[src/rtl/l5_ram_fifo_ctrl.sv]
// FIFO controller wrapping a 256x32 single-port RAM with valid/ready on both sides.
// A single-port FSM serialises RAM writes and reads; a one-word output register presents the head word.
module l5_ram_fifo_ctrl #(
  parameter int DW = 32,
  parameter int AW = 8
) (
  input  logic          clk,
  input  logic          rst_n,
  input  logic          s_valid,
  output logic          s_ready,
  input  logic [DW-1:0] s_data,
  output logic          m_valid,
  input  logic          m_ready,
  output logic [DW-1:0] m_data,
  output logic [AW:0]   level,
  output logic [AW-1:0] ram_a,
  output logic          ram_cs,
  output logic          ram_oe,
  output logic          ram_we,
  output logic [DW-1:0] ram_di,
  input  logic [DW-1:0] ram_dout
);

  localparam logic [AW:0] FULL = {1'b1, {AW{1'b0}}};

  typedef enum logic [1:0] {IDLE, WRITE, RD_ADDR, RD_CAP} state_t;

  state_t        state;
  logic [AW-1:0] wr_ptr;
  logic [AW-1:0] rd_ptr;
  logic [AW:0]   cnt;
  logic          rd_go;

  // Refilling the empty output register beats accepting a new word.
  assign rd_go   = (cnt != '0) && !m_valid;
  assign s_ready = rst_n && (state == IDLE) && (cnt < FULL) && !rd_go;
  assign level   = cnt + {{AW{1'b0}}, m_valid};

  always_ff @(posedge clk) begin
    if (!rst_n) begin
      state   <= IDLE;
      wr_ptr  <= '0;
      rd_ptr  <= '0;
      cnt     <= '0;
      m_valid <= 1'b0;
      m_data  <= '0;
      ram_a   <= '0;
      ram_cs  <= 1'b0;
      ram_oe  <= 1'b0;
      ram_we  <= 1'b0;
      ram_di  <= '0;
    end else begin
      if (m_valid && m_ready) m_valid <= 1'b0;
      case (state)
        IDLE: begin
          if (rd_go) begin
            state  <= RD_ADDR;
            ram_a  <= rd_ptr;
            ram_cs <= 1'b1;
            ram_oe <= 1'b1;
            ram_we <= 1'b0;
          end else if (s_valid && s_ready) begin
            state  <= WRITE;
            ram_a  <= wr_ptr;
            ram_di <= s_data;
            ram_cs <= 1'b1;
            ram_oe <= 1'b0;
            ram_we <= 1'b1;
          end
        end
        WRITE: begin
          wr_ptr <= wr_ptr + AW'(1);
          cnt    <= cnt + (AW+1)'(1);
          ram_cs <= 1'b0;
          ram_we <= 1'b0;
          state  <= IDLE;
        end
        RD_ADDR: begin
          state <= RD_CAP;
        end
        RD_CAP: begin
          // Sampling after two cycles of stable address covers both comb and registered RAM reads.
          m_data  <= ram_dout;
          m_valid <= 1'b1;
          rd_ptr  <= rd_ptr + AW'(1);
          cnt     <= cnt - (AW+1)'(1);
          ram_cs  <= 1'b0;
          ram_oe  <= 1'b0;
          state   <= IDLE;
        end
        default: begin
          state <= IDLE;
        end
      endcase
    end
  end

endmodule

[config.mk]
export PLATFORM = sky130hd
export DESIGN_NAME = l5_ram_fifo_ctrl
export DESIGN_NICKNAME = d
export VERILOG_FILES = /design/src/rtl/l5_ram_fifo_ctrl.sv
export SDC_FILE = /design/constraint.sdc
export NUM_CORES = 1
export LEC_CHECK = 0
export BUFFER_PORTS_ARGS = -buffer_cell sky130_fd_sc_hd__buf_2
export CAP_MARGIN = 20
export CORE_ASPECT_RATIO = 0.75
export CORE_UTILIZATION = 35
export DETAILED_ROUTE_END_ITERATION = 10
export GPL_ROUTABILITY_DRIVEN = 0
export SETUP_SLACK_MARGIN = 0.3
export SLEW_MARGIN = 30
export SYNTH_ARGS = -nofsm -noshare
export SYNTH_HDL_FRONTEND = slang
export SYNTH_SLANG_ARGS = --single-unit
[constraint.sdc]
create_clock -name clk -period 3.2 [get_ports clk]
set_input_delay 0 -clock clk [delete_from_list [all_inputs] [get_ports clk]]
set_output_delay 0 -clock clk [all_outputs]
set_load 0.005 [all_outputs]
==> flow_summary.toml <==
[sta]
worstMarginPinSlew_ps = 642
holdWs_ps = 76.9
rsz0062_at_grt = "false"
drv_slew = 0
min_period_ps = 2260
max_freq_mhz = 442
finalHoldViolations = 0
skew_ps = 8.07
maxSlewHeadroom_pct = 57.2
fin_setup_tns_ps = 0
setup_violations = 0
period_share_pct = 70.7

[final_layout]
final_core_util_pct = 51.1
syn_to_final_growth_pct = 39.7
regArea_um2 = 2060
final_nets = 789
drive_gt1_share_pct = 25.7
fillers = 1150
n_antenna_cell = 0
multi_input_area_um2 = 2310

[setup_path]
r2r-end = "cnt[6]$_SDFFE_PN0N_"
required_ps = 3470
critPathArrivalTime_ps = 2530
critPathKind = "reg -> reg"
path_max_fanout = 5
cpPeakStageDelay_ps = 360
critPathLaunch = "state[0]$_SDFFE_PN0P_"
path_cells = "ha_1 -> xor2_1 -> ha_1 -> a32o_1 -> or2_2 -> a211oi_1 -> mux2i_1"
worstRegToRegCells = 7
crit_top_cell = "ha_1"
r2r-start = "state[0]$_SDFFE_PN0P_"
start_kind = "register"
critical_path.endpoint = "cnt[6]$_SDFFE_PN0N_"
slowest_stage = "dfxtp_1"
r2r_slack_ps = 940
cp-end-kind = "register"

[clocking]
h-tree-depth = 3
cts_root_buf = "clkbuf_16"
clk_latency_ps = 340
cts.path.max_buffers = 2
cts_buffers = 9
cts_tree = "yes"
clk_pin_slew_ps = 70
cts_sinks = 103

[floorplanning]
die_h_um = 101
die_x_um = 134
fp-row-count = 35
start_util_pct = 36.6
ios = 154
dieArea_um2 = 13600
core_um2 = 12500

[pwr]
irDropWorstVdd_mv = 0.287
p_per_area_nw_per_um2 = 612
p_leak_nw = 2.74
finalPower_mw = 3.91

[detailed_routing]
route.final.wire_length_um = 12000
viasPerCell = 4.84
first_pass_iters = 5
drtIter0Drc = 208
ant_nets = 0
wire_per_inst_um = 13.7
dr_total_vias = 4258
drc = 0

[global_routing]
first_global_vias = 4002
grt_max_degree = 63
grt_antenna_before_repair = 0
track_usage_pct = 18.2
grt_first_pass_wirelength_um = 19700
gr-total-overflow = 0

[logic_synthesis]
async_reset_ff_share_pct = 0
seq_area_frac_synth_pct = 45.0
ys_types = 53
synth_most_common_cell = "dfxtp_1"
synth_area_um2 = 4580
synth_nets = 590
synth_common_cells = "dfxtp_1, nand2_1, nor2_1, mux2i_1, a21boi_1"
synth_cells = 511
synth-seq-cells = 103
yosysTopAreaCellShare_pct = 45.0
synth_edf_count = 0
yosys.area.top_type = "dfxtp_1"
synth.avg_cell_area_um2 = 8.97
synth_warnings = 0
synth.area.top_cells = "dfxtp_1, mux2i_1, nand2_1"
synthFlopType = "dfxtp_1"

[min_path]
min_path_type = "in -> reg"
hold_depth = 3

[flow_run]
cap_violations = 0

[status]
outcome = "finished clean"

[placement]
io_buffers = 153
dp_hpwl_um = 7610
## worst min-delay path by stage
stage                      start                      end  slack (ps)
floorplan             s_data[10]  ram_di[10]$_SDFFE_PN0P_         130
global placement     ram_dout[9]   m_data[9]$_SDFFE_PN0N_         230
detailed placement  ram_dout[28]  m_data[28]$_SDFFE_PN0N_         240
CTS                        rst_n      cnt[8]$_SDFFE_PN0N_          70
global route               rst_n      cnt[8]$_SDFFE_PN0N_          90
finish                     rst_n      cnt[8]$_SDFFE_PN0N_          80
## cell type report
class,count,area share [%]
repair buffers,223,22.7
multi-input cells,363,36.2
clock buffers,11,3.95
flip-flops and latches,103,32.2
well taps,166,3.25
inverters,10,0.626
clock inverters,3,1.06
## kinds of logic (layout without fill, tap and decap cells)
logic type                 count (synthesis)  in the layout  synth area share, %
and+or+nand+nor                          194            194                 19.2
DFF                                      103            103                 45.0
AOI/OAI and AO/OA                         93             93                 14.5
muxes                                     45             45                 9.83
buffers and inverters                     45            247                 4.67
xor gates and xnor gates                  20             20                 3.82
adders and majority gates                 11             11                 3.00
## through the flow
step / setup slack, ps / cells / cell area, µm²
after floorplan: 599 / 511 / 4580
after detailed placement: 991 / 800 / 5430
after global routing: 763 / 879 / 6400
after CTS: 969 / 879 / 6400
final: 937 / 879 / 6400
after global placement: 1010 / 800 / 5430
## power by group
part / switching [mW] / internal, mW
clock network: 0.465 / 0.720
registers: 0.135 / 1.46
logic: 0.615 / 0.519
total: 1.21 / 2.70
## routing by layer
layer,wire [µm],track usage (%),vias to the layer above
met5,0,0,-
met4,114,4.41,0
met3,895,4.78,14
met2,5350,29.6,173
met1,5650,23.9,1928
li1,-,-,2143
## cell usage in the layout, fill, tap and decap left out, drive strengths merged, types with 10 or more instances in the layout
cell type and count:
dlygate4sd3 65, a21oi 11, buf 158, a21boi 35, xor2 12, clkbuf 11, mux2i 45, ha 11
a211oi 12, inv 10, o21ai 14, nand2 86, nor2 60, dfxtp 103
## worst max-delay path: cells and delay by family, from the launching register on
| family | cells | cell delay (ps) |
|---|---|---|
| xor gates and xnor gates | 1 | 180 |
| and+or+nand+nor | 1 | 320 |
| AOI/OAI and AO/OA | 2 | 590 |
| muxes | 1 | 210 |
| DFF | 1 | 360 |
| adders and majority gates | 2 | 540 |
## what timing repair did
action	CTS	global route
resized for setup	0	0
endpoints found under the setup margin	0	0
buffers inserted	0	0
endpoints found under the hold margin	65	0
hold buffers	65	0
## flip-flops by register name (all words and copies together) (netlist names)
| signal | count |
|---|---|
| m_data | 32 |
| ram_di | 32 |
| cnt | 9 |
| ram_a | 8 |
| rd_ptr | 8 |
| wr_ptr | 8 |
| state | 2 |
| m_valid | 1 |
| ram_cs | 1 |
| ram_oe | 1 |
| ram_we | 1 |
Power figures use the tool's default switching activity.
